===== config.mk =====
export PLATFORM = sky130hd
export DESIGN_NAME = udc_sweep_ctrl
export DESIGN_NICKNAME = d
export VERILOG_FILES = /design/src/rtl/udc_pkg.sv /design/src/rtl/updowncounter.sv /design/src/rtl/udc_sweep_ctrl.sv
export SDC_FILE = /design/constraint.sdc
export NUM_CORES = 1
export LEC_CHECK = 0
export BUFFER_PORTS_ARGS = -buffer_cell sky130_fd_sc_hd__buf_2
export CELL_PAD_IN_SITES_DETAIL_PLACEMENT = 0
export CELL_PAD_IN_SITES_GLOBAL_PLACEMENT = 2
export CORE_AREA = 2 2 60 91
export CTS_CLUSTER_SIZE = 20
export DETAILED_ROUTE_END_ITERATION = 10
export DIE_AREA = 0 0 62 93
export GPL_ROUTABILITY_DRIVEN = 0
export GPL_TIMING_DRIVEN = 1
export PLACE_DENSITY = 0.72
export SLEW_MARGIN = 20
export SYNTH_ARGS = -nofsm -noshare
export SYNTH_HDL_FRONTEND = slang
export SYNTH_SLANG_ARGS = --single-unit

===== constraint.sdc =====
create_clock -name clk -period 2.92 [get_ports clk]
set_clock_uncertainty 0.15 [all_clocks]
set_input_delay 0.584 -clock clk [delete_from_list [all_inputs] [get_ports clk]]
set_output_delay 0.584 -clock clk [all_outputs]
set_load 0.01 [all_outputs]

===== src/rtl/udc_pkg.sv =====
// Shared types and constants for the up/down counter sweep controller.
// Holds the FSM state encoding, the datapath widths and the config check.
package udc_pkg;

  localparam int unsigned CNT_W   = 4;
  localparam int unsigned SWEEP_W = 4;

  typedef enum logic [2:0] {
    IDLE = 3'd0,
    LOAD = 3'd1,
    UP   = 3'd2,
    DOWN = 3'd3,
    DONE = 3'd4
  } state_t;

  // A run is only meaningful with a non-empty range and at least one sweep.
  function automatic logic cfg_valid(input logic [CNT_W-1:0]   lo,
                                     input logic [CNT_W-1:0]   hi,
                                     input logic [SWEEP_W-1:0] cycles);
    return (lo < hi) && (cycles != '0);
  endfunction

endpackage


===== src/rtl/updowncounter.sv =====
// 4-bit loadable up/down counter.
// Ports: din (load value), clk, rst (async, active-high), load (load din),
//        ud (1 = count up, 0 = count down), count (current value).
module updowncounter (
  input  logic [3:0] din,
  input  logic       clk,
  input  logic       rst,
  input  logic       load,
  input  logic       ud,
  output logic [3:0] count
);

  always_ff @(posedge clk or posedge rst) begin
    if (rst)       count <= 4'd0;
    else if (load) count <= din;
    else if (ud)   count <= count + 4'd1;
    else           count <= count - 4'd1;
  end

endmodule


===== src/rtl/udc_sweep_ctrl.sv =====
// Sweep sequencer driving one updowncounter lo->hi->lo for a programmed
// number of sweeps, with start/busy/done handshake, pause and config error.
// Ports: clk, rst (async, active-high), start, cfg_lo, cfg_hi, cfg_cycles,
//        pause; busy, done, err, dir, count (from counter), sweeps_done.
module udc_sweep_ctrl
  import udc_pkg::*;
(
  input  logic               clk,
  input  logic               rst,
  input  logic               start,
  input  logic [CNT_W-1:0]   cfg_lo,
  input  logic [CNT_W-1:0]   cfg_hi,
  input  logic [SWEEP_W-1:0] cfg_cycles,
  input  logic               pause,
  output logic               busy,
  output logic               done,
  output logic               err,
  output logic               dir,
  output logic [CNT_W-1:0]   count,
  output logic [SWEEP_W-1:0] sweeps_done
);

  state_t             state_q, state_d;
  logic [CNT_W-1:0]   lo_q, hi_q;
  logic [SWEEP_W-1:0] cycles_q;
  logic [SWEEP_W-1:0] sweeps_d;
  logic [SWEEP_W-1:0] sweeps_inc;
  logic               err_d;
  logic               accept;
  logic               cnt_load;
  logic               cnt_ud;
  logic [CNT_W-1:0]   cnt_din;

  // The counter has no enable: every non-counting cycle reloads its own value.
  updowncounter u_cnt (
    .din   (cnt_din),
    .clk   (clk),
    .rst   (rst),
    .load  (cnt_load),
    .ud    (cnt_ud),
    .count (count)
  );

  assign sweeps_inc = sweeps_done + SWEEP_W'(1);

  // Next-state and counter control.
  always_comb begin
    state_d  = state_q;
    cnt_load = 1'b1;
    cnt_ud   = 1'b0;
    cnt_din  = count;
    sweeps_d = sweeps_done;
    err_d    = 1'b0;
    accept   = 1'b0;
    unique case (state_q)
      IDLE: begin
        if (start) begin
          if (cfg_valid(cfg_lo, cfg_hi, cfg_cycles)) begin
            accept   = 1'b1;
            sweeps_d = '0;
            state_d  = LOAD;
          end else begin
            err_d = 1'b1;
          end
        end
      end
      LOAD: begin
        cnt_din = lo_q;
        state_d = UP;
      end
      UP: begin
        if (!pause) begin
          cnt_load = 1'b0;
          if (count == hi_q) begin
            cnt_ud  = 1'b0;
            state_d = DOWN;
          end else begin
            cnt_ud = 1'b1;
          end
        end
      end
      DOWN: begin
        if (!pause) begin
          if (count == lo_q) begin
            sweeps_d = sweeps_inc;
            if (sweeps_inc == cycles_q) begin
              state_d = DONE;
            end else begin
              cnt_load = 1'b0;
              cnt_ud   = 1'b1;
              state_d  = UP;
            end
          end else begin
            cnt_load = 1'b0;
            cnt_ud   = 1'b0;
          end
        end
      end
      DONE: begin
        state_d = IDLE;
      end
      default: begin
        state_d = IDLE;
      end
    endcase
  end

  // State, latched config and registered status outputs.
  always_ff @(posedge clk or posedge rst) begin
    if (rst) begin
      state_q     <= IDLE;
      lo_q        <= '0;
      hi_q        <= '0;
      cycles_q    <= '0;
      sweeps_done <= '0;
      busy        <= 1'b0;
      done        <= 1'b0;
      err         <= 1'b0;
      dir         <= 1'b0;
    end else begin
      state_q     <= state_d;
      sweeps_done <= sweeps_d;
      if (accept) begin
        lo_q     <= cfg_lo;
        hi_q     <= cfg_hi;
        cycles_q <= cfg_cycles;
      end
      busy <= (state_d == LOAD) || (state_d == UP) || (state_d == DOWN);
      done <= (state_d == DONE);
      err  <= err_d;
      dir  <= (state_d == UP);
    end
  end

endmodule


; ---- Word-level counts from Yosys, hierarchy flattened
; Cells that the tools add are included.
[totals]
ff_bits = 27
inputBits = 16
output_inout_bits = 12
word_cells = 69
[op_classes]
n_addsub = 3
order_cmp = 1
eq_ne = 15
muxes = 33
reduce_logical = 7
[op_table]
columns = cell, n
row1 = 4-bit 2-to-1 mux, 7
row2 = 3-bit 2-to-1 mux, 7
row3 = 1-bit 2-to-1 mux, 15
row4 = 3-bit by 2-bit equality test with 1-bit output (second input constant), 4
row5 = 4-bit equality test, 3
row6 = 3-bit one-hot mux with 4 select lines, 1
row7 = 4-bit by 1-bit adder with 4-bit output (second input constant), 2
row8 = 2-bit != test (second input constant), 4
row9 = 4-bit one-hot mux with 2 select lines, 1
row10 = 3-bit by 1-bit equality test with 1-bit output (second input constant), 2
row11 = 5-bit AND reduction, 1
row12 = 4-bit < comparator, 1
row13 = 1-bit one-hot mux with 2 select lines, 2
row14 = 4-bit nonzero test, 1
row15 = 4-bit by 1-bit subtractor with 4-bit output (second input constant), 1
row16 = 3-bit equality test (second input constant), 1
row17 = 3-bit logical NOT, 1
row18 = 1-bit logical OR, 2
row19 = 2-bit by 1-bit != test with 1-bit output (second input constant), 1
row20 = 2-bit nonzero test, 1
row21 = 1-bit logical AND, 1

; ---- Logic depth before layout (Yosys ltp)
; Gate-level depths: netlist of run 1.
[depth]
word_depth = 9
mapped_depth = 12
depth_no_buf = 12

; ---- Modules after synthesis
; A second synthesis of run 1 with hierarchy kept.
[hier_totals]
hier_cells = 144
area_unflattened_um2 = 1529.0
[modules_own_cells]
columns = module, n_inst, cells_each, area_per_inst_um2, seq_area_each_um2
row1 = udc_sweep_ctrl, 1, 122, 1291.2, 575.6
row2 = updowncounter, 1, 22, 237.7, 100.1

; ---- Worst setup path before layout of run 1
; OpenSTA, ideal clock, no wires.
[synth_path]
path_kind = reg2reg
startpoint = register sweeps_done[0]
endpoint = register u_cnt.count[3]
setup_time_ps = 126
t_arrival_ps = 2943
required_ps = 2644
path_slack_ps = -299
stages_incl_launch_ff = 13
n_path_buf = 0
period_less_slack_ps = 3219
path_cell_list = dfrtp_1 > ha_1 > xnor3_1 > nand3_1 > or2_2 > a21oi_1 > ha_1 > a21o_1 > a21oi_1 > and3_1 > a221oi_2 > and3b_2 > a221o_1
[synth_via]
elab_chain_len = 8
word_cells_on_any_way = 13
cone_classes = add/sub: 1 / eq/ne: 2 / mux: 10
[synth_lines]
columns = item, line_no
row1 = "start, declared", udc_sweep_ctrl.sv:20  ; output logic [SWEEP_W-1:0] sweeps_done
row2 = "start signal, assigned", udc_sweep_ctrl.sv:122  ; sweeps_done <= sweeps_d;
row3 = 4-bit by 1-bit adder with 4-bit output (*), udc_sweep_ctrl.sv:44  ; assign sweeps_inc = sweeps_done + SWEEP_W'(1);
row4 = 4-bit equality test (*), udc_sweep_ctrl.sv:86  ; if (sweeps_inc == cycles_q) begin
row5 = 1-bit 2-to-1 mux, udc_sweep_ctrl.sv:86
row6 = 1-bit 2-to-1 mux, udc_sweep_ctrl.sv:84  ; if (count == lo_q) begin
row7 = 1-bit 2-to-1 mux, udc_sweep_ctrl.sv:83  ; if (!pause) begin
row8 = 1-bit one-hot mux with 2 select lines, udc_sweep_ctrl.sv:55  ; unique case (state_q)
row9 = 4-bit 2-to-1 mux, updowncounter.sv:16  ; else if (ud) count <= count + 4'd1;
row10 = 4-bit 2-to-1 mux, updowncounter.sv:15  ; else if (load) count <= din;
row11 = "end signal, assigned", updowncounter.sv:15
row12 = "end signal, assigned", updowncounter.sv:16
row13 = "end signal, assigned", updowncounter.sv:17  ; else count <= count - 4'd1;
row14 = "end, declared", updowncounter.sv:10  ; output logic [3:0] count
; Mark *: on every way between the ends. The rest lies on a longest branch, timed or not.
; A chain may end at the register's enable or synchronous reset.

; ---- Worst setup path in the final report of run 1
[layout_path]
startpoint = input pause
endpoint = register u_cnt.count[3]
[layout_via]
elab_chain_len = 4
word_cells_on_any_way = 9
cone_classes = eq/ne: 1 / mux: 8
[layout_lines]
columns = item, line_no
row1 = "start, declared", udc_sweep_ctrl.sv:14  ; input logic pause,
row2 = 1-bit 2-to-1 mux (on tied branches), "udc_sweep_ctrl.sv:83, udc_sweep_ctrl.sv:72"
row3 = 1-bit one-hot mux with 2 select lines, udc_sweep_ctrl.sv:55
row4 = 4-bit 2-to-1 mux, updowncounter.sv:16
row5 = 4-bit 2-to-1 mux, updowncounter.sv:15
; Several ways; a longest one is shown, not always the timed one.

==> results by stage, run 1 <==
Run status:
- The run finished with clean final reports.

Synth:
- Yosys mapped a number of flops with a built-in enable equal to 0.
- The synthesized design devotes to its leading area cell type 45.2% of total area.
- Summed over all instances, the cell type with the most area after synthesis is sky130_fd_sc_hd__dfrtp_1.
- By area the synthesized netlist is led by sky130_fd_sc_hd__dfrtp_1 (45%), sky130_fd_sc_hd__mux2_2 (6.8%), sky130_fd_sc_hd__xnor2_1 (5.9%).
- The post-synthesis instance area is 1500 um^2.
- Counting every net in the synthesized netlist gives 160.
- The cell count after synthesis is 137.
- The mean cell area of the mapped netlist is 10.9 um^2.
- For this run, the leading register cell type out of synthesis is sky130_fd_sc_hd__dfrtp_1.
- The flip-flop and latch count after synthesis is 27.
- The sequential cell area fraction in the yosys report is 45.2%.
- For this run, the number of Yosys warnings is 0.
- The number of distinct standard cells referenced by the synthesized netlist is 40.
- In the synthesized netlist the async set-or-reset flop fraction comes to 100%.

Placement:
- The count of buffers added on input and output ports is 27.
- The post-placement cell area is 1860 um^2.
- Once detailed placement completed, the half-perimeter wirelength came to 2730 um.

Routing:
- The wire length per cell after detailed routing is 13.6 um.
- After detailed routing, the number of vias per cell comes to 4.65.
- The via count of the routed design is 1191.
- For this block, the routed nets add up to 3490 um of wire.
- Before antenna repair, the detailed router went through 4 iterations.
- The number of violations reported at the end of detailed-routing iteration 0 is 31.
- In the routed design, unresolved DRC markers number 0.
- The count of antenna-violating nets left after detailed routing is 0.

Floorplan:
- The floorplan has 32 rows.
- Once the floorplan was initialized, standard cells occupied 29.9% of the core.
- The die footprint is 5770 um^2.
- In this run the count of I/O pins placed on the die edge is 28.
- The area of the core is 5000 um^2.
- The die span in y is 93 um.
- The chip width is 62 um.

Power:
- The analysis attributes to cell leakage a power of 0.000957 uW.
- Power spread over the standard cell area amounts to 927 nW/um^2.
- The peak supply drop is 225 uV.

Worst setup path:
- The critical path goes through buf_2 -> or4b_4 -> a41oi_4 -> a21oi_4 -> buf_4 -> ha_1 -> a21oi_2 -> and3_1 -> a221oi_2 -> mux2i_1 -> a221o_1.
- At the worst endpoint, the required time is 2940 ps.
- The standard cell with the maximum stage delay on the critical path is sky130_fd_sc_hd__or4b_4.
- The critical path contains buffers and inverters numbering 2 combined.
- The critical path class is input port to register.
- Grouping stages by cell kind, the critical path spends the most delay in compound AO/OA/AOI/OAI gates.
- Data on the critical path arrives at its endpoint at 2930 ps.
- The largest fanout on the critical path is 4.
- The launching element type of the critical path is an input port.
- The category of the worst setup path capture point is a register.
- In this run the register-to-register setup slack is 20 ps.
- The delay of the slowest critical-path stage is 550 ps.

STA:
- Headroom to the max-slew limit came out at 44.2%.
- The maximum operating frequency is 343 MHz.
- Setup violations remaining at the end of the flow were counted as 0.
- The worst path in the final design needs a cycle of 2910 ps, including I/O delays and setup.
- Setup repair after global routing could not meet its margin everywhere.
- The final-layout setup total negative slack is 0 ps.
- For the pin with the worst max-slew slack, the measured transition is 830 ps.
- The final-report max-slew violation count is 0.
- The ratio of final minimum period to clock period is 99.8%.
- The final count of hold timing violations is 0.

Cells and area:
- Once layout is done, the placed cells without fillers occupy 2000 um^2.
- The share of layout cells above drive strength 1 is 44.7%.
- Relative to the synthesized area, the layout overhead comes to 33.4%.
- The net count of the finished layout is 212.
- The diode insertion count for antenna repair is 0.

CTS:
- The total clock buffers created by CTS is 3.
- The clock-pin slew reported for the worst setup and hold paths after clock tree synthesis is 90 ps.
- The clock sink count is 27.
- The number of H-tree levels is 1.
- The clock tree root driver cell is sky130_fd_sc_hd__clkbuf_8.
- The latest clock arrival within the worst-skew pair is 280 ps.
- The CTS tree is done.
- Counting along the longest clock path gives a buffer depth of 2.

Global routing:
- Entering global routing, the biggest net connects 28 pins.
- The first-pass GRT wire length is 6040 um.
- The number of global-route vias before repair is 1338.
- The number of antenna violations at the first check in global routing came to 0.
- Summed over all layers, the global routing overflow is 0.
- The global-route usage over all layers is 14.0%.

Job:
- The tool flagged a number of max-cap violations equal to 0.

Min path:
- The kind of path behind the tightest hold check is input port to asynchronous set/reset pin.
[worst reg2reg max path, stage by stage (launching register included)]
cell,delay [ps]
sky130_fd_sc_hd__dfrtp_1,430
sky130_fd_sc_hd__or4b_4,530
sky130_fd_sc_hd__a41oi_4,240
sky130_fd_sc_hd__a21oi_4,50
sky130_fd_sc_hd__buf_4,130
sky130_fd_sc_hd__ha_1,300
sky130_fd_sc_hd__a21oi_2,70
sky130_fd_sc_hd__and3_1,150
sky130_fd_sc_hd__a221oi_2,290
sky130_fd_sc_hd__mux2i_1,110
sky130_fd_sc_hd__a221o_1,330
[stage by stage]
| stage | setup slack (ps) | total power (uW) | cells | util, % | hold slack (ps) |
|---|---|---|---|---|---|
| after floorplan | 3.81 | 1210 | 137 | - | 320 |
| after global placement | -177 | 1510 | 244 | 37.2 | 337 |
| after detailed placement | -264 | 1530 | 244 | 37.2 | 346 |
| after CTS | -23.9 | 1840 | 254 | 39.4 | 222 |
| after global routing | -139 | 2000 | 256 | 39.9 | 247 |
| final | 6.67 | 1850 | 256 | 39.9 | 204 |
[cell type report]
| type | count | area, um^2 |
|---|---|---|
| clock buffer | 4 | 45.0 |
| fill | 522 | 3010 |
| sequential | 27 | 679 |
| inverter | 10 | 37.5 |
| timing repair buffer | 49 | 300 |
| multi-input combinational | 98 | 848 |
| tap | 68 | 85.1 |
[synth_stat cells, types with 2 or more instances]
cell / count
sky130_fd_sc_hd__dfrtp_1: 27
sky130_fd_sc_hd__inv_1: 10
sky130_fd_sc_hd__nor2_1: 10
sky130_fd_sc_hd__xnor2_1: 10
sky130_fd_sc_hd__mux2_2: 9
sky130_fd_sc_hd__nand2_1: 8
sky130_fd_sc_hd__ha_1: 6
sky130_fd_sc_hd__nand3_1: 6
sky130_fd_sc_hd__o21ai_0: 6
sky130_fd_sc_hd__a21oi_1: 4
sky130_fd_sc_hd__a21o_1: 3
sky130_fd_sc_hd__xor2_1: 3
sky130_fd_sc_hd__a221o_1: 2
sky130_fd_sc_hd__mux2i_1: 2
sky130_fd_sc_hd__nand2b_1: 2
sky130_fd_sc_hd__nand4_1: 2
sky130_fd_sc_hd__nor3_1: 2
sky130_fd_sc_hd__o211ai_1: 2
sky130_fd_sc_hd__or2_2: 2
[cells by family after synthesis]
group                      after synthesis  share of synthesized area, %
AOI/OAI and AO/OA                       26                          13.5
xor gates and xnor gates                14                          9.11
adders and majority gates                7                          6.35
buffers and inverters                   12                          3.09
DFF                                     27                          45.2
muxes                                   11                          8.11
and+or+nand+nor                         40                          14.6
[cell usage in the layout, fill, tap and decap left out, types with 2 or more instances in the layout]
master / n
sky130_fd_sc_hd__nand2_1: 7
sky130_fd_sc_hd__xnor2_1: 8
sky130_fd_sc_hd__o21ai_0: 6
sky130_fd_sc_hd__clkbuf_8: 3
sky130_fd_sc_hd__o211ai_1: 2
sky130_fd_sc_hd__ha_1: 5
sky130_fd_sc_hd__nand3_1: 5
sky130_fd_sc_hd__a221o_1: 2
sky130_fd_sc_hd__nand4_1: 2
sky130_fd_sc_hd__xnor2_2: 2
sky130_fd_sc_hd__mux2i_1: 2
sky130_fd_sc_hd__nand2b_1: 2
sky130_fd_sc_hd__nor3_1: 2
sky130_fd_sc_hd__buf_4: 22
sky130_fd_sc_hd__mux2_2: 9
sky130_fd_sc_hd__a21oi_1: 2
sky130_fd_sc_hd__a21o_1: 3
sky130_fd_sc_hd__buf_2: 27
sky130_fd_sc_hd__xor2_1: 3
sky130_fd_sc_hd__dfrtp_2: 3
sky130_fd_sc_hd__inv_1: 9
sky130_fd_sc_hd__nor2_1: 9
sky130_fd_sc_hd__dfrtp_1: 24
[worst paths after layout]
path,startpoint,endpoint,cells past startpoint
setup / recovery,pause,u_cnt.count[3],11
hold / removal,rst,sweeps_done[3],3
setup reg to reg,state_q[2],u_cnt.count[3],10
hold reg to reg,hi_q[1],hi_q[1],2
max in group asynchronous,rst,u_cnt.count[1],3
min in group clk,hi_q[1],hi_q[1],2
[sequential cells by signal, summed over array words and instances, names as in the netlist]
signal and cells:
cycles_q 4, hi_q 4, lo_q 4, sweeps_done 4, u_cnt.count 4, state_q 3, busy 1, dir 1
done 1, err 1
[routing by layer]
metal  routed length, um  track usage, %  vias to the layer above
li1                    -               -                      593
met1                1430            16.2                      571
met2                1870            24.0                       19
met3                  83            1.94                        8
met4                 102            6.91                        0
met5                   0               0                        -
[timing repair]
item                       4_1_cts  5_1_grt
hold buffers                     0        0
setup buffers                    6        2
gates resized for setup          2        2
setup endpoints to repair        1        1
pin swaps                       10        4
[where the power goes]
group | total (uW) | switching, uW | leakage (uW) | internal [uW]
clock | 217 | 119 | 0.0000228 | 98.0
combinational | 1020 | 472 | 0.000588 | 549
sequential | 612 | 124 | 0.000346 | 489
total | 1850 | 714 | 0.000957 | 1140
No activity file was read; power rests on OpenSTA's default activity.
==> inputs of run 2 (changes only) <==
--- a/config.mk
+++ b/config.mk
@@ -9,6 +9,7 @@
 export CELL_PAD_IN_SITES_DETAIL_PLACEMENT = 0
 export CELL_PAD_IN_SITES_GLOBAL_PLACEMENT = 2
 export CORE_AREA = 2 2 60 91
+export CTS_BUF_LIST = sky130_fd_sc_hd__clkbuf_16
 export CTS_CLUSTER_SIZE = 20
 export DETAILED_ROUTE_END_ITERATION = 10
 export DIE_AREA = 0 0 62 93
==> run 2 against run 1 <==
Net effect: the run now ends with setup timing left; non-clock buffer count shrank 1; clock power is 44% higher; worst setup slack got worse by 33 ps; sequential power barely moved; cell count decreased by 0.39%; highest routed layer unchanged; count of clock-buffer cells in the layout fell by 1; critical path depth stayed put; combinational power about the same; sequential cell count unchanged; largest cell class unchanged; largest power group unchanged.
==> results by stage, run 2 (same netlist as run 1, synthesis figures left out) <==
Run status:
- The run finished, with violations left.
- The final reports fail on setup timing.

Worst setup path:
- The delay of the slowest critical-path stage is 540 ps (about the same).
- The combined buffer and inverter count along the critical path is 2 (unchanged).
- The total number of cells along the worst setup path is 11 (unchanged).
- The signal on the critical path passes through buf_2 -> or4b_4 -> a41oi_4 -> a21oi_4 -> buf_4 -> ha_1 -> a21oi_2 -> and3_1 -> a221oi_2 -> mux2i_1 -> a221o_1.
- The critical path class is input port to register.
- The launch point of the worst reg-to-reg path is state_q[0].
- The standard cell with the maximum stage delay on the critical path is sky130_fd_sc_hd__or4b_4.
- On the critical path the largest part of the delay comes from compound AO/OA/AOI/OAI gates.
- The worst setup path is launched from an input port.
- The required time at the endpoint of the critical path came to 2920 ps (-20 ps).
- The critical path arrival was 2940 ps (about the same).
- The endpoint identified for the worst register-to-register timing path is u_cnt.count[3].
- The setup slack of the most critical reg-to-reg path was 10 ps (about the same).
- The worst setup path is captured at a register.
- The length in cells of the worst reg-to-reg path came to 10 (unchanged).
- The largest fanout on the critical path came to 4 (unchanged).

CTS:
- The total clock buffers created by CTS is 3 (unchanged).
- The root buffer cell chosen for the clock tree is sky130_fd_sc_hd__clkbuf_16.
- The CTS tree is done.
- The count of hold buffers inserted by post-cts repair is 0 (unchanged).
- The clock-pin slew reported for the worst setup and hold paths after clock tree synthesis is 60 ps (-30 ps).
- The clock sink count is 27 (unchanged).
- The number of H-tree levels was 1 (unchanged).
- The maximum buffer depth of the clock tree is 2 (unchanged).
- The latest clock arrival within the worst-skew pair is 260 ps (-20 ps).

Floorplan:
- The area of the core is 5000 um^2 (unchanged).
- The initial core utilization was 29.9% (unchanged).
- The number of placement rows is 32 (unchanged).
- The die span in y is 93 um (unchanged).
- The count of pins on the block boundary was 28 (unchanged).
- The chip width came to 62 um (unchanged).
- The die footprint came to 5770 um^2 (unchanged).

Cells and area:
- The post-layout instance area was 2010 um^2 (+0.94%).
- In the layout the commonest cells are sky130_fd_sc_hd__buf_2 (27), sky130_fd_sc_hd__dfrtp_1 (24), sky130_fd_sc_hd__buf_4 (21), sky130_fd_sc_hd__inv_1 (10).
- The area growth from synthesis to layout is 34.6%.
- The share of layout cells above drive strength 1 is 43.9% (-0.83 points).
- Leaving out fill and tap cells, the most frequent cell in the layout is sky130_fd_sc_hd__buf_2.
- The net total in the final layout is 211 (-0.47%).
- The diode insertion count for antenna repair came to 0 (unchanged).

Power:
- The areal power density over the cells is 958 nW/um^2 (+3.4%).
- The peak supply drop is 254 uV (+13%).
- The static leakage came to 0.000967 uW (+1.1%).
- The switching part of the total power is 37.3% (-1.3 points).
- The relative contribution of combinational cells to total power came to 52.2% (-3.0 points).
- The portion of total power attributed to sequential cells was 31.6% (-1.5 points).
- The internal power is 1210 uW (+6.6%).
- The net switching power is 720 uW (+0.78%).
- The clock network power share is 16.2% (+4.5 points).
- The overall power after layout was 1930 uW (+4.4%).

STA:
- The ratio of final minimum period to clock period is 101% (+1.1 points).
- The relative slew slack is 44.8% (+0.57 points).
- The transition time at the pin with the least slew margin came to 822 ps (-8.55 ps).
- The maximum operating frequency was 339 MHz (-1.1%).
- The number of endpoints failing setup at the final stage was 1 (+1).
- The setup slack after layout came to -26.5 ps (-33.2 ps).
- The final period demand of the worst path was 2950 ps (+33.2 ps).
- Setup repair after global routing could not meet its margin everywhere.
- The final-report max-slew violation count was 0 (unchanged).
- The final count of hold timing violations is 0 (unchanged).

Global routing:
- The leftover overflow at the end of global routing came to 0 (unchanged).
- The first-pass GRT wire length is 6070 um (+0.46%).
- The global-route usage over all layers is 14.0% (+0.027 points).
- The number of antenna violations at the first check in global routing is 0 (unchanged).
- The number of global-route vias before repair came to 1342 (+0.30%).
- The largest net degree at the start of global routing was 28 (unchanged).

Placement:
- The half-perimeter wire length after detailed placement is 2730 um (unchanged).
- The number of buffers added on ports is 27 (unchanged).
- The setup slack at placement came to -264 ps (unchanged).
- The post-placement cell area was 1860 um^2 (unchanged).

Routing:
- The via count of the routed design is 1188 (-0.25%).
- The number of iterations in the first detailed-routing pass is 5 (+1).
- The wire length per cell after detailed routing is 13.8 um (+1.0%).
- The via density per instance is 4.66 (+0.14%).
- The final wirelength is 3510 um (+0.60%).
- The number of violations reported at the end of detailed-routing iteration 0 is 40 (+29%).
- The DRC violation count after routing came to 0 (unchanged).
- The count of antenna-violating nets left after detailed routing was 0 (unchanged).

Min path:
- The worst hold path belongs to the class input port to asynchronous set/reset pin.

Job:
- The max-cap check violation count is 0 (unchanged).
## run 2: worst max path at each step
stage	start	end	slack, ps
4_1_cts	sweeps_done[0]	u_cnt.count[3]	-30
3_3_place_gp	pause	u_cnt.count[3]	-180
5_1_grt	sweeps_done[1]	u_cnt.count[3]	-150
6_report	pause	u_cnt.count[3]	-30
2_1_floorplan	sweeps_done[0]	u_cnt.count[3]	4
3_5_place_dp	pause	u_cnt.count[3]	-260
## run 2: worst reg2reg max path, stage by stage (launching register included)
cell and delay (ps):
sky130_fd_sc_hd__dfrtp_1 390, sky130_fd_sc_hd__or4b_4 570, sky130_fd_sc_hd__a41oi_4 240, sky130_fd_sc_hd__a21oi_4 60
sky130_fd_sc_hd__buf_4 130, sky130_fd_sc_hd__ha_1 300, sky130_fd_sc_hd__a21oi_2 80, sky130_fd_sc_hd__and3_1 160
sky130_fd_sc_hd__a221oi_2 290, sky130_fd_sc_hd__mux2i_1 110, sky130_fd_sc_hd__a221o_1 330
## run 2: cell type report
class / instances / area (um^2)
Timing Repair Buffer: 48 / 293
Inverter: 10 / 37.5
Multi-Input combinational cell: 98 / 841
Tap cell: 68 / 85.1
Clock buffer: 3 / 75.1
Sequential cell: 27 / 679
Fill cell: 517 / 2990
Clock inverter: 1 / 3.75
## run 2: timing repair
action,4_1_cts,5_1_grt
pin swaps,10,4
resized for setup,2,1
setup endpoints to repair,1,1
buffers inserted,6,1
## run 2: layer usage
layer  track usage (%)  vias up  wire length [um]
met1              16.3      571              1410
met4              5.85        0                81
met5                 0        -                 0
met2              24.4       21              1920
met3              2.21        6               104
li1                  -      590                 -
## run 2: power by group through the flow
stage                     Combinational, uW  Clock [uW]  Sequential (uW)
after global routing                   1110         339              632
final                                  1010         313              610
after global placement                  899           0              612
after CTS                              1010         320              612
after detailed placement                913           0              620
after floorplan                         580           0              634
## run 2: stage by stage
step	util (%)	TNS (ps)	cells	hold slack (ps)
floorplan	-	0	137	320
global placement	37.2	-177	244	337
detailed placement	37.2	-264	244	346
CTS	40.1	-27.6	254	244
global route	40.3	-146	255	269
finish	40.3	-26.5	255	225
